===== src/rtl/i2c_pkg.sv =====
// Shared I2C definitions: FSM state encoding, default bus address and ACK/NACK line levels.
// Used by both the target and the initiator.
package i2c_pkg;

  localparam logic [6:0] TARGET_ADDR_DEFAULT = 7'h50;
  localparam logic       ACK                 = 1'b0;
  localparam logic       NACK                = 1'b1;

  typedef enum logic [3:0] {
    IDLE,
    ADDR,
    ADDR_ACK,
    PTR,
    PTR_ACK,
    WDATA,
    WDATA_ACK,
    RDATA,
    RDATA_ACK
  } i2c_state_e;

endpackage


===== src/rtl/i2c_bus_sync.sv =====
// Brings SCL/SDA into the clk domain and derives SCL edges plus START/STOP conditions.
// Each line runs through a meta flop, a sync flop and a history flop; all flops reset high (idle bus).
module i2c_bus_sync (
  input  logic i_clk,
  input  logic i_reset,
  input  logic i_scl,
  input  logic i_sda,
  output logic o_sda,
  output logic o_scl_rise,
  output logic o_scl_fall,
  output logic o_start,
  output logic o_stop
);

  // bit 0 = meta, bit 1 = synchronized, bit 2 = history
  logic [2:0] r_scl;
  logic [2:0] r_sda;

  always_ff @(posedge i_clk) begin
    if (i_reset) begin
      r_scl <= 3'b111;
      r_sda <= 3'b111;
    end else begin
      r_scl <= {r_scl[1:0], i_scl};
      r_sda <= {r_sda[1:0], i_sda};
    end
  end

  assign o_sda      = r_sda[1];
  assign o_scl_rise =  r_scl[1] & ~r_scl[2];
  assign o_scl_fall = ~r_scl[1] &  r_scl[2];
  assign o_start    =  r_scl[1] &  r_scl[2] &  r_sda[2] & ~r_sda[1];
  assign o_stop     =  r_scl[1] &  r_scl[2] & ~r_sda[2] &  r_sda[1];

endmodule


===== src/rtl/i2c_target.sv =====
// I2C target with a small register file: first write byte sets the pointer, later bytes
// write mem[ptr++]; reads return mem[ptr++]. Pointer wraps modulo Depth.
//
// state     | meaning
// IDLE      | not addressed, SCL edges ignored
// ADDR      | shifting in address + R/W
// ADDR_ACK  | driving ACK for our address
// PTR       | shifting in register pointer
// PTR_ACK   | driving ACK for pointer byte
// WDATA     | shifting in a write data byte
// WDATA_ACK | driving ACK for a data byte
// RDATA     | driving mem[ptr] MSB first
// RDATA_ACK | SDA released, sampling initiator ACK/NACK
module i2c_target
  import i2c_pkg::*;
#(
  parameter int                     DATA_WIDTH    = 7,
  parameter int                     ADDRESS_WIDTH = 6,
  parameter logic [ADDRESS_WIDTH:0] TARGET_ADDR   = TARGET_ADDR_DEFAULT,
  parameter int                     Depth         = 16
) (
  input  logic                     clk,
  input  logic                     reset,
  input  logic                     scl_in,
  input  logic                     sda_in,
  output logic                     sda_oe,
  output logic                     wr_valid,
  output logic [$clog2(Depth)-1:0] wr_addr,
  output logic [DATA_WIDTH:0]      wr_data,
  output logic                     busy
);

  localparam int PW = $clog2(Depth);
  localparam int BW = $clog2(DATA_WIDTH + 1);

  logic w_sda, w_scl_rise, w_scl_fall, w_start, w_stop;

  i2c_bus_sync u_sync (
    .i_clk      (clk),
    .i_reset    (reset),
    .i_scl      (scl_in),
    .i_sda      (sda_in),
    .o_sda      (w_sda),
    .o_scl_rise (w_scl_rise),
    .o_scl_fall (w_scl_fall),
    .o_start    (w_start),
    .o_stop     (w_stop)
  );

  i2c_state_e              r_state, w_state_nxt;
  logic [BW-1:0]           r_bit_cnt, w_bit_nxt;
  logic [DATA_WIDTH-1:0]   r_shift, w_shift_nxt;
  logic [PW-1:0]           r_ptr, w_ptr_nxt;
  logic                    r_phase, w_phase_nxt;
  logic                    r_rw, w_rw_nxt;
  logic                    r_sda_oe, w_sda_oe_nxt;
  logic                    r_busy, w_busy_nxt;
  logic                    r_wr_valid, w_wr_valid_nxt;
  logic [PW-1:0]           r_wr_addr, w_wr_addr_nxt;
  logic [DATA_WIDTH:0]     r_wr_data, w_wr_data_nxt;
  logic                    w_mem_we;
  logic [DATA_WIDTH:0]     r_mem [Depth];

  logic [DATA_WIDTH:0] w_byte;
  logic [DATA_WIDTH:0] w_mem_rd;
  logic                w_last;

  assign w_byte   = {r_shift, w_sda};
  assign w_mem_rd = r_mem[r_ptr];
  assign w_last   = (r_bit_cnt == BW'(DATA_WIDTH));

  always_ff @(posedge clk) begin
    if (reset) begin
      r_state    <= IDLE;
      r_bit_cnt  <= '0;
      r_shift    <= '0;
      r_ptr      <= '0;
      r_phase    <= 1'b0;
      r_rw       <= 1'b0;
      r_sda_oe   <= 1'b0;
      r_busy     <= 1'b0;
      r_wr_valid <= 1'b0;
      r_wr_addr  <= '0;
      r_wr_data  <= '0;
      for (int i = 0; i < Depth; i++) r_mem[i] <= '0;
    end else begin
      r_state    <= w_state_nxt;
      r_bit_cnt  <= w_bit_nxt;
      r_shift    <= w_shift_nxt;
      r_ptr      <= w_ptr_nxt;
      r_phase    <= w_phase_nxt;
      r_rw       <= w_rw_nxt;
      r_sda_oe   <= w_sda_oe_nxt;
      r_busy     <= w_busy_nxt;
      r_wr_valid <= w_wr_valid_nxt;
      r_wr_addr  <= w_wr_addr_nxt;
      r_wr_data  <= w_wr_data_nxt;
      if (w_mem_we) r_mem[r_ptr] <= w_byte;
    end
  end

  // r_phase marks that the 9th (ACK) SCL rise has passed, so the next fall ends the ACK slot
  always_comb begin
    w_state_nxt    = r_state;
    w_bit_nxt      = r_bit_cnt;
    w_shift_nxt    = r_shift;
    w_ptr_nxt      = r_ptr;
    w_phase_nxt    = r_phase;
    w_rw_nxt       = r_rw;
    w_sda_oe_nxt   = r_sda_oe;
    w_busy_nxt     = r_busy;
    w_wr_valid_nxt = 1'b0;
    w_wr_addr_nxt  = r_wr_addr;
    w_wr_data_nxt  = r_wr_data;
    w_mem_we       = 1'b0;

    if (w_start) begin
      w_state_nxt  = ADDR;
      w_bit_nxt    = '0;
      w_shift_nxt  = '0;
      w_phase_nxt  = 1'b0;
      w_sda_oe_nxt = 1'b0;
      w_busy_nxt   = 1'b0;
    end else if (w_stop) begin
      w_state_nxt  = IDLE;
      w_bit_nxt    = '0;
      w_phase_nxt  = 1'b0;
      w_sda_oe_nxt = 1'b0;
      w_busy_nxt   = 1'b0;
    end else begin
      case (r_state)
        ADDR, PTR, WDATA: begin
          if (w_scl_rise) begin
            w_shift_nxt = w_byte[DATA_WIDTH-1:0];
            w_bit_nxt   = r_bit_cnt + BW'(1);
            if (w_last) begin
              w_bit_nxt   = '0;
              w_phase_nxt = 1'b0;
              case (r_state)
                ADDR: begin
                  if (w_byte[DATA_WIDTH -: ADDRESS_WIDTH+1] == TARGET_ADDR) begin
                    w_state_nxt = ADDR_ACK;
                    w_busy_nxt  = 1'b1;
                    w_rw_nxt    = w_byte[0];
                  end else begin
                    w_state_nxt = IDLE;
                  end
                end
                PTR: begin
                  w_ptr_nxt   = w_byte[PW-1:0];
                  w_state_nxt = PTR_ACK;
                end
                default: begin
                  w_mem_we       = 1'b1;
                  w_wr_valid_nxt = 1'b1;
                  w_wr_addr_nxt  = r_ptr;
                  w_wr_data_nxt  = w_byte;
                  w_ptr_nxt      = r_ptr + PW'(1);
                  w_state_nxt    = WDATA_ACK;
                end
              endcase
            end
          end
        end
        ADDR_ACK, PTR_ACK, WDATA_ACK: begin
          if (w_scl_fall) begin
            if (!r_phase) begin
              w_sda_oe_nxt = ~ACK;
            end else begin
              w_phase_nxt  = 1'b0;
              w_sda_oe_nxt = 1'b0;
              if (r_state == ADDR_ACK && r_rw) begin
                w_state_nxt  = RDATA;
                w_shift_nxt  = w_mem_rd[DATA_WIDTH-1:0];
                w_sda_oe_nxt = ~w_mem_rd[DATA_WIDTH];
              end else if (r_state == ADDR_ACK) begin
                w_state_nxt = PTR;
              end else begin
                w_state_nxt = WDATA;
              end
            end
          end else if (w_scl_rise) begin
            w_phase_nxt = 1'b1;
          end
        end
        RDATA: begin
          if (w_scl_fall) begin
            w_sda_oe_nxt = ~r_shift[DATA_WIDTH-1];
            w_shift_nxt  = {r_shift[DATA_WIDTH-2:0], 1'b0};
          end else if (w_scl_rise) begin
            w_bit_nxt = r_bit_cnt + BW'(1);
            if (w_last) begin
              w_bit_nxt   = '0;
              w_phase_nxt = 1'b0;
              w_state_nxt = RDATA_ACK;
            end
          end
        end
        RDATA_ACK: begin
          if (w_scl_fall) begin
            if (!r_phase) begin
              w_sda_oe_nxt = 1'b0;
            end else begin
              w_phase_nxt  = 1'b0;
              w_state_nxt  = RDATA;
              w_shift_nxt  = w_mem_rd[DATA_WIDTH-1:0];
              w_sda_oe_nxt = ~w_mem_rd[DATA_WIDTH];
            end
          end else if (w_scl_rise) begin
            w_ptr_nxt = r_ptr + PW'(1);
            if (w_sda == NACK) w_state_nxt = IDLE;
            else               w_phase_nxt = 1'b1;
          end
        end
        default: ;
      endcase
    end
  end

  assign sda_oe   = r_sda_oe;
  assign busy     = r_busy;
  assign wr_valid = r_wr_valid;
  assign wr_addr  = r_wr_addr;
  assign wr_data  = r_wr_data;

endmodule


===== config.mk =====
export PLATFORM = sky130hd
export DESIGN_NAME = i2c_target
export DESIGN_NICKNAME = d
export VERILOG_FILES = /design/src/rtl/i2c_pkg.sv /design/src/rtl/i2c_bus_sync.sv /design/src/rtl/i2c_target.sv
export SDC_FILE = /design/constraint.sdc
export NUM_CORES = 1
export LEC_CHECK = 0
export BUFFER_PORTS_ARGS = -buffer_cell sky130_fd_sc_hd__buf_2
export CAP_MARGIN = 20
export CORE_UTILIZATION = 55
export CTS_CLUSTER_DIAMETER = 80
export DETAILED_ROUTE_END_ITERATION = 7
export PLACE_DENSITY = 0.81
export SLEW_MARGIN = 20
export SYNTH_ARGS = -nofsm -noshare
export SYNTH_HDL_FRONTEND = slang
export SYNTH_SLANG_ARGS = --single-unit

===== constraint.sdc =====
create_clock -name clk -period 2.6 [get_ports clk]
set_clock_uncertainty 0.05 [all_clocks]
set_input_delay 0.52 -clock clk [delete_from_list [all_inputs] [get_ports clk]]
set_output_delay 0.52 -clock clk [all_outputs]
set_load 0.01 [all_outputs]

# Word level (Yosys, flattened, before mapping)
# Memory sizes are Yosys's and may differ from the RTL's. A register that Yosys moved wholly into a read port is not among the register bits.
# Cells that the tools add are included.
dict set report totals {
  ram_bits 128
  register_bits 41
  mem_count 1
  input_bits 4
}
# memory depth word_bits read_ports rd_clocked_by_memory_dff write_ports line
set memory_table {}
lappend memory_table {r_mem 16 8 1 1 16 i2c_target.sv:62} ;# logic [DATA_WIDTH:0] r_mem [Depth];
dict set report op_classes {
  reduce_logical 22
  addsub 2
  n_mux 68
  eq_ne 39
  bitwise_logic 16
}
# op n
set ops {}
lappend ops {{4-bit two-way mux} 18}
lappend ops {{7-bit two-way mux} 7}
lappend ops {{1-bit two-way mux} 28}
lappend ops {{7-bit one-hot mux with 4 select lines} 1}
lappend ops {{4-bit one-hot mux with 2 select lines} 3}
lappend ops {{11-bit AND reduction} 2}
lappend ops {{4-bit by 3-bit equality test with 1-bit output, second input constant} 4}
lappend ops {{2-bit inequality test, second input constant} 8}
lappend ops {{4-bit one-hot mux with 4 select lines} 1}
lappend ops {{3-bit two-way mux} 5}
lappend ops {{2-bit by 1-bit inequality test with 1-bit output, second input constant} 6}
lappend ops {{4-bit by 1-bit inequality test with 1-bit output, second input constant} 3}
lappend ops {{4-bit by 2-bit inequality test with 1-bit output, second input constant} 3}
lappend ops {{5-bit by 1-bit inequality test with 1-bit output, second input constant} 2}
lappend ops {{5-bit AND reduction} 2}
lappend ops {{3-bit by 1-bit inequality test with 1-bit output, second input constant} 3}
lappend ops {{1-bit NOT} 9}
lappend ops {{9-bit AND reduction} 1}
lappend ops {{3-bit OR reduction} 3}
lappend ops {{4-bit by 2-bit equality test with 1-bit output, second input constant} 2}
lappend ops {{8-bit two-way mux} 1}
lappend ops {{8-bit AND reduction} 1}
lappend ops {{8-bit OR reduction} 1}
lappend ops {{1-bit AND} 7}
lappend ops {{24 further kinds} 26}

# Longest topological paths before layout
dict set report logic_depth {
  depth_word 13
  mapped_depth 9
  depth_no_buf 7
}

# Hierarchy
# A second synthesis with hierarchy kept.
dict set report unflattened {
  cells_unflattened 645
  hier_area_um2 8240.4
}
# mod seq_area_each_um2 cells_each instances area_per_inst_um2
set modules_own_cells {}
lappend modules_own_cells {i2c_target 4624.4 629 1 8050.2}
lappend modules_own_cells {i2c_bus_sync 120.1 16 1 190.2}

# Least setup slack after synthesis
# Ideal clock, no wire load.
dict set report synth_path {
  kind {input to register}
  start {input port reset}
  end {memory r_mem[7][0] (netlist name) (enable)}
  cell_stages 6
  setup_time_ns 0.330
  setup_slack_ns 0.268
  arrival_ns 1.952
  cell_sequence {clkbuf_1 > o21bai_1 > or4b_4 > buf_6 > nor2_8 > or2_1}
}
# item line
set synth_lines {}
lappend synth_lines {{start: declaration} i2c_target.sv:23} ;# input logic reset,
lappend synth_lines {{end: declaration} i2c_target.sv:62}

==> metrics.md <==
| Metric | Value |
|---|---|
| Ys flop type | edfxtp_1 |
| Startpoint types | flop |
| Vias in the first global route | 5584 |
| Syn nets | 718 |
| Die X | 126 um |
| Worst hold path stage count | 2 |
| Req. time, crit path | 2.64 ns |
| Tot Pwr | 5630 uW |
| Global route overflow | 0 |
| CTS resizes | 0 |
| H-tree depth | 4 |
| DRT Pass-1 Iters | 5 |
| Worst slew pin tran | 0.956 ns |
| Yosys warns | 0 |
| Reg2Reg Setup Slack | 0.08 ns |
| Tightest Hold Check Type | in -> reg |
| VDD IR max | 435 uV |
| Worst R2R Path Depth | 6 |
| Setup tns final | 0 ns |
| Vias per inst | 6.21 |
| DRC | 0 |
| Clock latency at the later pin of the worst-skew pair | 0.42 ns |
| TritonCTS Buffers | 17 |
| Row cnt | 44 |
| RSZ-0062 raised after global routing | false |
| Share of layout cells above drive strength 1 | 0.189 |
| FF+latch count, synth | 173 |
| Nets | 743 |
| Max Clk Rate | 0.397 GHz |
| Post-Syn Area | 0.00845 mm^2 |
| Post-CTS Setup Bufs | 0 |
| Sequential area share after synthesis | 0.561 |
| Worst setup path category | reg -> reg |
| P_leak | 0.00358 uW |
| Delay-heaviest family, CP | simple AND/OR/NAND/NOR gates |
| Slowest-stage cell, CP | or4b_4 |
| CP Capture Type | flop |
| Run status | complete, no violations |
| CTS Hold Bufs | 0 |
| Hold path start | sda_in |
| Antenna violations before repair | 0 |
| CTS tree | yes |
| Slew Limit Headroom | 0.362 |
| Worst Path Buf+Inv | 0 |
| Hold slack | 0.224 ns |
| Crit share post-route | 0.969 |
| Wirelength, routed | 19.9 mm |
| First-pass GRT wire length | 30.9 mm |
| GRT Total Usage | 0.261 |
| Crit path DAT | 2.56 ns |
| Core Box Area | 0.0148 mm^2 |
| Gpl congestion | 0.930 |
| Critical Path Most Common Cell | ha_1 |
| R2R Path End | r_mem[7][6] |
| Final min period | 2.52 ns |
| CTS Root Cell | clkbuf_16 |
| Die area | 0.0159 mm^2 |
| Clock Path Buffers | 2 |
| Vias | 5765 |
| Starting Density | 0.573 |
| I/O pin count | 19 |
| Pwr dens | 597 mW/mm^2 |
| Critical Path Fanout Max | 8 |
| Port Buf Inserts | 18 |
| Avg Cell Area, Syn | 11.9 um^2 |
| Post-route ant nets | 0 |
| Unique masters post-synth | 67 |
| Largest net degree at the start of global routing | 43 |
| RR Startpoint | r_bit_cnt[0] |
| Clock sink count | 173 |
| Post-synth ARST share | 0 |
| Worst Hold Endpoint | u_sync.r_sda[0] |
| CP Cell Sequence | ha_1, ha_1, nand2_4, or4b_4, nor2_8, or2_1 |
| Antenna diodes | 0 |
| EDFF count, synth | 128 |
| HPWL after DPL | 13.5 mm |
| DRT iter0 DRCs | 606 |
| CP peak stage delay | 0.68 ns |
| Maxcap violations | 0 |
| Die Ht | 126 um |
| Max-slew violations | 0 |
| Drt wl/cell | 21.5 um |
| Final Hold Fails | 0 |
| # setup viols final | 0 |
| Clock-pin slew on the worst setup and hold paths | 0.06 ns |
| Synth Instances | 708 |
| Syn-to-layout area delta | 11.5% |
| Total number of cells along the worst setup path | 6 |
[cell usage in the layout, fill, tap and decap left out, types with 4 or more instances in the layout]
master / Yosys / layout
clkbuf_8: 0 / 4
nor2b_1: 9 / 9
or2_2: 13 / 13
a31oi_1: 7 / 7
nand2b_1: 6 / 6
nand2_1: 24 / 24
mux2_2: 6 / 6
a211oi_2: 7 / 7
nand3_1: 10 / 10
nor2_8: 4 / 4
clkbuf_1: 36 / 4
nor2_2: 6 / 6
buf_2: 13 / 18
o21a_1: 4 / 4
a21oi_1: 23 / 23
dfxtp_1: 45 / 44
buf_4: 5 / 43
inv_1: 8 / 8
nor3_1: 19 / 19
and3_1: 34 / 34
and2_1: 87 / 87
clkbuf_16: 0 / 18
a21o_1: 6 / 6
o21ai_0: 5 / 5
or2_1: 7 / 6
a22oi_1: 24 / 24
ha_1: 6 / 6
mux2i_1: 74 / 74
edfxtp_1: 128 / 128
nor2_1: 29 / 29
a32o_1: 5 / 5
[report_power, final]
part	internal, uW	switching, uW
Clock	1380	992
Sequential	3060	39.8
Combinational	53.6	109
[Yosys cell counts, types with 3 or more instances]
| cell type | n | area (um^2) |
|---|---|---|
| o22ai_1 | 3 | 18.8 |
| edfxtp_1 | 128 | 3840 |
| a21oi_1 | 23 | 115 |
| clkbuf_1 | 36 | 135 |
| nand2_1 | 24 | 90.1 |
| nand3b_1 | 3 | 22.5 |
| a32o_1 | 5 | 50.1 |
| dfxtp_1 | 45 | 901 |
| o21bai_1 | 3 | 22.5 |
| a211oi_2 | 7 | 87.6 |
| a2111oi_0 | 3 | 26.3 |
| nor2_8 | 4 | 80.1 |
| buf_4 | 5 | 37.5 |
| ha_1 | 6 | 75.1 |
| or2_2 | 13 | 81.3 |
| and3_1 | 34 | 213 |
| nand2b_1 | 6 | 37.5 |
| nor2b_1 | 9 | 56.3 |
| mux2i_1 | 74 | 741 |
| inv_1 | 8 | 30.0 |
| o21a_1 | 4 | 30.0 |
| a21o_1 | 6 | 45.0 |
| nor2_2 | 6 | 37.5 |
| buf_2 | 13 | 65.1 |
| a31oi_1 | 7 | 43.8 |
| a22oi_1 | 24 | 180 |
| or2_1 | 7 | 43.8 |
| a211oi_1 | 3 | 22.5 |
| and2_1 | 87 | 544 |
| nor3_1 | 19 | 95.1 |
| o21ai_0 | 5 | 25.0 |
| mux2_2 | 6 | 67.6 |
| nand3_1 | 10 | 50.1 |
| nor2_1 | 29 | 109 |
[cell type report]
cell class | count | area (um^2)
fill | 1093 | 5330
sequential | 173 | 4750
multi-input combinational | 469 | 3410
clock buffer | 26 | 520
timing repair buffer | 63 | 453
tap | 184 | 230
inverter | 9 | 33.8
clock inverter | 5 | 31.3
[state kept, by name, indices dropped and copies added (netlist names), named ones only]
name / cells
busy: 1
u_sync.r_scl: 3
wr_data: 8
r_bit_cnt: 3
u_sync.r_sda: 3
wr_valid: 1
r_phase: 1
wr_addr: 4
r_ptr: 4
r_shift: 7
sda_oe: 1
r_mem: 128
r_state: 4
r_rw: 1
[how the worst max path moves through the flow]
stage	start	end	slack, ns
floorplan	reset	r_mem[7][0]	0.27
global placement	r_bit_cnt[0]	r_mem[4][2]	0.23
detailed placement	r_bit_cnt[0]	r_mem[5][2]	0.09
CTS	r_bit_cnt[0]	r_mem[5][7]	0.09
global route	r_bit_cnt[0]	r_mem[7][0]	0.004
finish	r_bit_cnt[0]	r_mem[7][6]	0.08
[routing by layer]
| metal | track usage | part of all wire |
|---|---|---|
| met1 | 0.342 | 0.40 |
| met2 | 0.421 | 0.48 |
| met3 | 0.0391 | 0.078 |
| met4 | 0.141 | 0.043 |
| met5 | 0 | 0 |
[kinds of logic (layout without fill, tap and decap cells)]
group | after synthesis | in the layout | synth area share
AO/OA/AOI/OAI | 110 | 110 | 0.0976
XOR/XNOR | 1 | 1 | 0.00104
adder cells (fa/ha/maj) | 6 | 6 | 0.00888
buffers and inverters | 66 | 103 | 0.0352
flip-flops | 173 | 173 | 0.561
multiplexers | 81 | 81 | 0.0983
AND/OR/NAND/NOR | 271 | 271 | 0.198
[through the flow]
stage	cell area, um^2	instances	util	setup WS [ns]
after floorplan	8450	708	-	0.268
after global placement	8870	898	0.601	0.230
after detailed placement	8870	898	0.601	0.0891
after CTS	9420	929	0.639	0.0871
after global routing	9430	929	0.639	0.00409
final	9430	929	0.639	0.0809
Note: power is estimated with default switching activity, not from simulation.
